--- config.mk ---
export PLATFORM = sky130hd
export DESIGN_NAME = writeback_stage
export DESIGN_NICKNAME = d
export VERILOG_FILES = /design/src/rtl/writeback_stage.sv
export SDC_FILE = /design/constraint.sdc
export NUM_CORES = 1
export LEC_CHECK = 0
export BUFFER_PORTS_ARGS = -buffer_cell sky130_fd_sc_hd__buf_4
export CAP_MARGIN = 20
export CORE_MARGIN = 3
export CORE_UTILIZATION = 40
export DETAILED_ROUTE_END_ITERATION = 16
export SYNTH_ARGS = -nofsm -noshare
export SYNTH_HDL_FRONTEND = slang
export SYNTH_SLANG_ARGS = --single-unit
--- constraint.sdc ---
create_clock -name clk -period 2.59 [get_ports clk]
set_input_delay 0.3885 -clock clk [delete_from_list [all_inputs] [get_ports clk]]
set_output_delay 0.3885 -clock clk [all_outputs]
set_load 0.02 [all_outputs]
--- src/rtl/writeback_stage.sv ---
// writeback_stage
//   Final pipeline stage. Accepts results from the load path (mem_*) and the
//   ALU path (alu_*) over valid/ready handshakes and applies the register
//   width rule as each result is enqueued: indices 0-27 keep 16 bits and
//   28-31 keep 24 bits. Results sit in an in-order queue and drain one per
//   cycle into the registered register-file write port (rf_write_*). Writes
//   that are still pending are forwarded to the operand-read stage.
//
// Ports
//   clk, rst_n             clock, synchronous active-low reset
//   mem_valid/ready/index/data   load result handshake (higher priority)
//   alu_valid/ready/index/data   ALU result handshake
//   flush                  discard all queued entries at the next edge
//   rf_write_enable/index/data   registered register-file write port
//   fwd_index_1/2          operand indices being read
//   fwd_hit_1/2, fwd_data_1/2    youngest pending write for each index
//   pending_count          queued entries, not counting the output register
//
// Build option
//   WB_ZERO_R0_EN  when defined, index 0 is hardwired zero: results to r0
//                  complete their handshake but are never enqueued, and
//                  forwarding never hits on index 0.

module writeback_stage #(
  parameter int DEPTH  = 4,
  parameter int IDX_W  = 5,
  parameter int DATA_W = 24
) (
  input  logic                     clk,
  input  logic                     rst_n,

  input  logic                     mem_valid,
  output logic                     mem_ready,
  input  logic [IDX_W-1:0]         mem_index,
  input  logic [DATA_W-1:0]        mem_data,

  input  logic                     alu_valid,
  output logic                     alu_ready,
  input  logic [IDX_W-1:0]         alu_index,
  input  logic [DATA_W-1:0]        alu_data,

  input  logic                     flush,

  output logic                     rf_write_enable,
  output logic [IDX_W-1:0]         rf_write_index,
  output logic [DATA_W-1:0]        rf_write_data,

  input  logic [IDX_W-1:0]         fwd_index_1,
  input  logic [IDX_W-1:0]         fwd_index_2,
  output logic                     fwd_hit_1,
  output logic [DATA_W-1:0]        fwd_data_1,
  output logic                     fwd_hit_2,
  output logic [DATA_W-1:0]        fwd_data_2,

  output logic [$clog2(DEPTH):0]   pending_count
);

  localparam int PTR_W = $clog2(DEPTH);
  localparam int CNT_W = PTR_W + 1;

  logic [IDX_W-1:0]  q_idx  [DEPTH];
  logic [DATA_W-1:0] q_data [DEPTH];
  logic [PTR_W-1:0]  head;
  logic [PTR_W-1:0]  tail;
  logic [CNT_W-1:0]  count;

  logic              full;
  logic              empty;
  logic              mem_xfer;
  logic              alu_xfer;
  logic [IDX_W-1:0]  in_idx;
  logic [DATA_W-1:0] in_raw;
  logic [DATA_W-1:0] in_data;
  logic              zero_drop;
  logic              push;
  logic              pop;

  assign full  = (count == CNT_W'(DEPTH));
  assign empty = (count == '0);

  // mem is older in program order, so it always wins the single slot.
  assign mem_ready = !full && !flush;
  assign alu_ready = !full && !mem_valid && !flush;

  assign mem_xfer = mem_valid && mem_ready;
  assign alu_xfer = alu_valid && alu_ready;

  assign in_idx = mem_xfer ? mem_index : alu_index;
  assign in_raw = mem_xfer ? mem_data  : alu_data;

  // Narrow registers keep only their low 16 bits, zero-extended.
  assign in_data = (in_idx < IDX_W'(28)) ? {{(DATA_W-16){1'b0}}, in_raw[15:0]} : in_raw;

`ifdef WB_ZERO_R0_EN
  assign zero_drop = (in_idx == '0);
`else
  assign zero_drop = 1'b0;
`endif

  assign push = (mem_xfer || alu_xfer) && !zero_drop;
  assign pop  = !empty && !flush;

  // Storage needs no reset: only slots inside the head..tail window are read.
  always_ff @(posedge clk) begin
    if (push) begin
      q_idx[tail]  <= in_idx;
      q_data[tail] <= in_data;
    end
  end

  always_ff @(posedge clk) begin
    if (!rst_n) begin
      head            <= '0;
      tail            <= '0;
      count           <= '0;
      rf_write_enable <= 1'b0;
      rf_write_index  <= '0;
      rf_write_data   <= '0;
    end else if (flush) begin
      // The write already in the output register completes this edge;
      // nothing new is presented behind it.
      head            <= '0;
      tail            <= '0;
      count           <= '0;
      rf_write_enable <= 1'b0;
    end else begin
      if (pop) begin
        rf_write_enable <= 1'b1;
        rf_write_index  <= q_idx[head];
        rf_write_data   <= q_data[head];
        head            <= head + PTR_W'(1);
      end else begin
        rf_write_enable <= 1'b0;
      end
      if (push) begin
        tail <= tail + PTR_W'(1);
      end
      if (push && !pop) begin
        count <= count + CNT_W'(1);
      end else if (!push && pop) begin
        count <= count - CNT_W'(1);
      end
    end
  end

  assign pending_count = count;

  // Forwarding: start from the output register (oldest pending write), then
  // walk the queue from head to tail so the youngest match ends up winning.
  always_comb begin
    logic [PTR_W-1:0] slot;
    slot       = '0;
    fwd_hit_1  = rf_write_enable && (rf_write_index == fwd_index_1);
    fwd_data_1 = fwd_hit_1 ? rf_write_data : '0;
    fwd_hit_2  = rf_write_enable && (rf_write_index == fwd_index_2);
    fwd_data_2 = fwd_hit_2 ? rf_write_data : '0;
    for (int i = 0; i < DEPTH; i++) begin
      slot = head + PTR_W'(i);
      if (CNT_W'(i) < count) begin
        if (q_idx[slot] == fwd_index_1) begin
          fwd_hit_1  = 1'b1;
          fwd_data_1 = q_data[slot];
        end
        if (q_idx[slot] == fwd_index_2) begin
          fwd_hit_2  = 1'b1;
          fwd_data_2 = q_data[slot];
        end
      end
    end
`ifdef WB_ZERO_R0_EN
    if (fwd_index_1 == '0) begin
      fwd_hit_1  = 1'b0;
      fwd_data_1 = '0;
    end
    if (fwd_index_2 == '0) begin
      fwd_hit_2  = 1'b0;
      fwd_data_2 = '0;
    end
`endif
  end

endmodule

==> results of run 1 <==
-- metrics by stage --
step / setup WS (ps) / setup TNS (ps) / hold WS (ps)
after global routing: -1010 / -47100 / 301
after detailed placement: -451 / -19690 / 499
final: -928 / -41290 / 288
after CTS: -872 / -41110 / 273
after global placement: -457 / -19090 / 490
after floorplan: -204 / -6800 / 514
-- cell type report --
cell class / instances / area share, %
Sequential cell: 155 / 26.1
Inverter: 6 / 0.137
Tap cell: 372 / 2.84
Multi-Input combinational cell: 676 / 47.7
Clock buffer: 17 / 2.59
Clock inverter: 15 / 1.15
Timing Repair Buffer: 329 / 19.5
-- worst max path at each step --
| stage | end | cells past startpoint |
|---|---|---|
| floorplan | fwd_data_1[10] | 8 |
| global placement | fwd_data_1[13] | 10 |
| detailed placement | fwd_data_1[10] | 11 |
| CTS | fwd_data_1[19] | 9 |
| global route | fwd_data_2[9] | 10 |
| finish | fwd_data_1[10] | 10 |
-- state kept, by name, summed over array words and instances, names as in the netlist, named ones only --
name,cells
q_idx,20
rf_write_enable,1
tail,2
q_data,96
rf_write_data,24
head,2
rf_write_index,5
pending_count,3
-- cell families (layout without fill, tap and decap cells) --
logic type | Yosys count | after routing | synth area share [%]
AO/OA/AOI/OAI | 150 | 150 | 13.3
multiplexers | 145 | 145 | 25.5
AND/OR/NAND/NOR | 316 | 316 | 12.9
XOR/XNOR | 56 | 56 | 4.43
buffers and inverters | 93 | 367 | 4.27
flip-flops | 155 | 155 | 38.6
adder cells (fa/ha/maj) | 9 | 9 | 1.02
-- power by group through the flow --
stage	combinational [mW]	clock [mW]	sequential [mW]
finish	1.66	2.64	2.92
CTS	1.61	2.69	2.91
global route	1.78	2.79	2.92
floorplan	0.917	0	2.97
global placement	1.50	0	2.95
detailed placement	1.52	0	2.96
-- cells in the final DEF, fill, tap and decap left out, types with 3 or more instances in the layout --
master / count
xnor2_1: 31
nand2_1: 166
dfxtp_4: 3
nor3b_1: 22
nor2_4: 3
inv_6: 5
buf_6: 55
mux4_2: 109
inv_1: 6
a221oi_4: 45
nor2_2: 5
o311ai_4: 23
mux2i_2: 5
a21boi_0: 29
and2_2: 4
bufinv_16: 3
ha_1: 9
edfxtp_1: 116
nor4_2: 4
a21oi_1: 10
nor3_1: 3
clkbuf_16: 21
buf_12: 34
nor2b_1: 5
dfxtp_1: 36
mux2i_1: 27
nor4_1: 3
buf_4: 234
nor2_1: 57
mux2i_4: 4
o31ai_4: 22
xor2_1: 20
xor2_2: 4
nand3_1: 29
clkinv_4: 3
-- critical path, stage by stage (launching register included) --
cell and delay (ps):
dfxtp_4 360, buf_12 110, mux4_2 540, xor2_1 200
nor4_2 70, buf_4 140, a21oi_4 470, a221oi_1 190
buf_4 170, o31ai_4 250, buf_4 190
-- repair_timing --
action | CTS | global route
pin swaps | 15 | 49
gates cloned | 3 | 2
gates resized for setup | 72 | 54
setup endpoints to repair | 50 | 54
hold endpoints to repair | 0 | 0
buffers inserted | 8 | 13
-- layer usage --
metal	vias to the layer above	GRT usage [%]	wire length, um
met1	4772	34.3	15900
met2	374	41.8	18600
li1	4140	-	-
met4	0	7.25	655
met3	47	4.98	2610
met5	-	0	0
==> flow_summary.ini, run 1 <==
[pwr]
power.share.sequential_pct = 40.4
totalPowerFinal_mw = 7.22
power_frac_comb_pct = 23.0
leakage_nw = 5.84
power.density_nw_per_um2 = 440
p_sw_mw = 2.10
pwr-share-clk_pct = 36.6
p_int_mw = 5.12
swShare_pct = 29.1
max-vdd-ir-drop_mv = 0.413

[drt]
firstDrtPassIters = 5
ant_nets = 0
drtIter0Drc = 809
drt_wl_total_um = 37800
drcViolationCount = 0
vias_per_cell = 5.94
vias = 9333
wl_per_cell_um = 24.1

[timing]
setup_viol = 50
skew_ps = 12.8
setup_slack_ps = -928
period_minus_slack_ps = 3520
worstMarginPinSlew_ps = 557
rsz0062_at_grt = yes
max_freq_mhz = 284
finalHoldViolCount = 0
drv_slew = 0
max_slew_margin_pct = 62.8
fin_crit_sh_pct = 136

[min_path]
hold_class = in2reg
hold_end = q_data[1][7]$_DFFE_PP_
hp-start = mem_data[7]
hold_depth = 3

[status]
violations = negative setup slack
status = complete, but fails checks

[worst_setup_path]
r2r_cells = 9
crit_type = reg2out
worstPathArrival_ps = 3130
critPathLaunchType = flip-flop
worstPathRequired_ps = 2200
rr_endpoint = pending_count[2]$_SDFFE_PP0P_
setup.worst_path.end_class = primary output
cp_max_fo = 8
regToRegSetupSlack_ps = 250
r2r_start = pending_count[0]$_SDFFE_PP0P_

[synthesis]
synthesis.area_sq_um = 11100
synth_top_area_share_pct = 31.5
netlist_instances = 924
ys_types = 51
yosysWarnings = 0
ys_seq_area_share_pct = 38.6
synth-main-ff-cell = edfxtp_1
ys_ff_latch = 155
synth-async-reset-ratio_pct = 0
syn_nets = 1006
synth_area_leaders = edfxtp_1 31%, mux4_2 22%, dfxtp_1 7.1%
yosysTopAreaCell = edfxtp_1
synth-edff-count = 116
synth_commonest_cells = 167 x nand2_1, 116 x edfxtp_1, 108 x mux4_2, 65 x nor2_1, 47 x clkbuf_1
avgSynthCellArea_sq_um = 12.0
yosysMostFrequentCell = nand2_1

[grt]
grt_first_pass_wirelength_um = 56100
grtUsageTotal_pct = 25.3
grt_max_degree = 44
grt_pass1_vias = 9240
antenna_found_initial = 0
overflow = 0

[clocking]
root_buffer = clkbuf_16
clk_path_buf_depth = 2
worstSkewPairLatency_ps = 430
clock_sinks = 155
h-tree-depth = 4
cts_buffers = 17
cts_hold_buf = 0
cts_tree = yes
clk_pin_slew_ps = 70

[die]
coreArea_sq_um = 27100
num_io_pins = 158
initial_core_util_pct = 40.8
fp.dieW_um = 172
dieArea_sq_um = 29700
rows = 60
fp.dieH_um = 172

[layout]
drive_above_1_share_pct = 51.3
multiInputGateArea_sq_um = 7820
final_util_pct = 60.5
fillers = 2076
design_area_sq_um = 16400
num_antenna_cells = 0
seq_area_sq_um = 4280
final_cells = 1570
area_delta_synth_final_pct = 48.3
final_nets = 1267

[job]
drv_cap = 0

[placement]
gp_congestion = 0.869
io_buffer_count = 157
post-dp-hpwl_um = 25900
dp.cells = 1513
post_dp_cell_area_sq_um = 14700
Power figures use the tool's default switching activity.
==> run 2, diff against run 1 <==
Settings changed: SETUP_SLACK_MARGIN from default to 0.02.
==> run 2 against run 1 <==
Net effect:
- clock power up 6%
- largest cell class unchanged
- hold slack better by 9.7 ps
- fmax rose by 0.29%
- the run still ends with negative setup slack left
- largest power group unchanged
- non-clock buffer count stayed put
- utilization grew 0.38 points
- critical endpoint is now fwd_data_2[12]
==> flow_summary.ini, run 2 (synthesized netlist as in run 1, its figures left out) <==
[status]
status = complete, but fails checks
violations = negative setup slack

[grt]
grtUsageTotal_pct = 24.8
overflow = 0
grt_pass1_vias = 9451
grt_max_degree = 52
antenna_found_initial = 0
grt_first_pass_wirelength_um = 55600

[layout]
final_cell_mix = 228 x buf_4, 165 x nand2_1, 116 x edfxtp_1, 108 x mux4_2, 59 x buf_6
reg.largest.list = q_data x96, rf_write_data x24, q_idx x20
area_delta_synth_final_pct = 49.2
num_antenna_cells = 0
final_nets = 1267
layout_commonest_cell = buf_4
largest-register = q_data
drive_above_1_share_pct = 52.4
design_area_sq_um = 16500
largest_reg_flops = 96

[clocking]
clock_sinks = 155
root_buffer = clkbuf_16
cts_tree = yes
cts_hold_buf = 0
h-tree-depth = 4
cts_buffers = 17
clk_pin_slew_ps = 70
worstSkewPairLatency_ps = 430
clk_path_buf_depth = 2

[drt]
ant_nets = 0
vias_per_cell = 5.93
drcViolationCount = 0
drtIter0Drc = 918
firstDrtPassIters = 5
drt_wl_total_um = 37000
vias = 9307
wl_per_cell_um = 23.5

[worst_setup_path]
critPathLaunchType = flip-flop
worst-path-buf-inv = 4
crit_type = reg2out
cp_max_fo = 9
worstPathRequired_ps = 2200
cp_common_cell = buf_4
cp_slowest_cell = mux4_2
worstPathArrival_ps = 3120
setup.worst_path.end_class = primary output
cp_top_family = compound AO/OA/AOI/OAI gates
max_stage_delay_ps = 560
worstPathCellList = buf_6 > mux4_2 > xor2_1 > nor4_4 > buf_4 > a21oi_4 > buf_12 > a221oi_4 > o311ai_4 > buf_4
r2r_start = pending_count[0]$_SDFFE_PP0P_

[placement]
post_dp_cell_area_sq_um = 14800
gp_congestion = 0.852
post-dp-hpwl_um = 25500
io_buffer_count = 157

[timing]
max_slew_margin_pct = 63.2
drv_slew = 0
skew_ps = 9.29
setup_viol = 50
setup-tns-final_ps = -41340
rsz0062_at_grt = yes
max_freq_mhz = 285
period_minus_slack_ps = 3510
finalHoldViolCount = 0
fin_crit_sh_pct = 135
worstMarginPinSlew_ps = 551
setup_slack_ps = -918

[pwr]
leakage_nw = 5.86
power.density_nw_per_um2 = 447
max-vdd-ir-drop_mv = 0.422

[die]
fp.dieW_um = 172
initial_core_util_pct = 40.8
num_io_pins = 158
fp.dieH_um = 172
rows = 60
coreArea_sq_um = 27100
dieArea_sq_um = 29700

[job]
drv_cap = 0

[min_path]
hp-start = mem_data[9]
hold_class = in2reg
==> run 2: area by class of cell <==
class,instances,area (sq um)
inverters,6,22.5
clock inverters,13,215
fillers,2081,10600
clock buffers,19,443
repair buffers,329,3200
well taps,372,465
multi-input cells,676,7880
flip-flops and latches,155,4280
==> run 2: where the power goes <==
part           switching (mW)  leakage (nW)  internal (mW)
clock network            1.05         0.307           1.75
registers               0.132          1.38           2.79
logic                   0.873          4.17          0.782
==> run 2: layer usage <==
metal	share of wire (%)	wire (um)	vias to the layer above	GRT usage [%]
met5	0	0	-	0
met4	1.8	675	0	6.98
met3	6.8	2520	43	5.35
met2	50	18400	370	40.7
met1	42	15400	4759	33.6
li1	-	-	4135	-
==> run 2: metrics by stage <==
stage	utilization (%)	worst slack (ps)	power [mW]	hold WS, ps	std cells
6_report	60.9	-918	7.37	298	1570
5_1_grt	60.9	-1030	7.65	304	1570
4_1_cts	58.4	-939	7.31	283	1554
3_5_place_dp	54.6	-536	4.47	523	1513
3_3_place_gp	54.6	-529	4.45	515	1513
2_1_floorplan	-	-204	3.88	514	924
==> run 2: worst paths after layout <==
path,end,slack [ps],cells after the start
hold reg to reg,rf_write_index[1]$_SDFFE_PN0P_,530,2
setup / recovery,fwd_data_2[12],-920,10
hold / removal,q_data[1][9]$_DFFE_PP_,300,3
setup reg to reg,pending_count[2]$_SDFFE_PP0P_,250,8
==> run 2: what timing repair did <==
action	4_1_cts	5_1_grt
endpoints found under the hold margin	0	0
pin swaps	13	35
setup buffers	8	15
gates cloned	1	1
setup endpoints to repair	50	82
resized for setup	51	93
==> run 2: worst register-to-register path: cells and delay by family, from the launching register on <==
kind | cells | cell delay (ps)
AO/OA/AOI/OAI | 3 | 670
adder cells (fa/ha/maj) | 2 | 560
flip-flops | 1 | 420
AND/OR/NAND/NOR | 1 | 380
buffers and inverters | 2 | 240
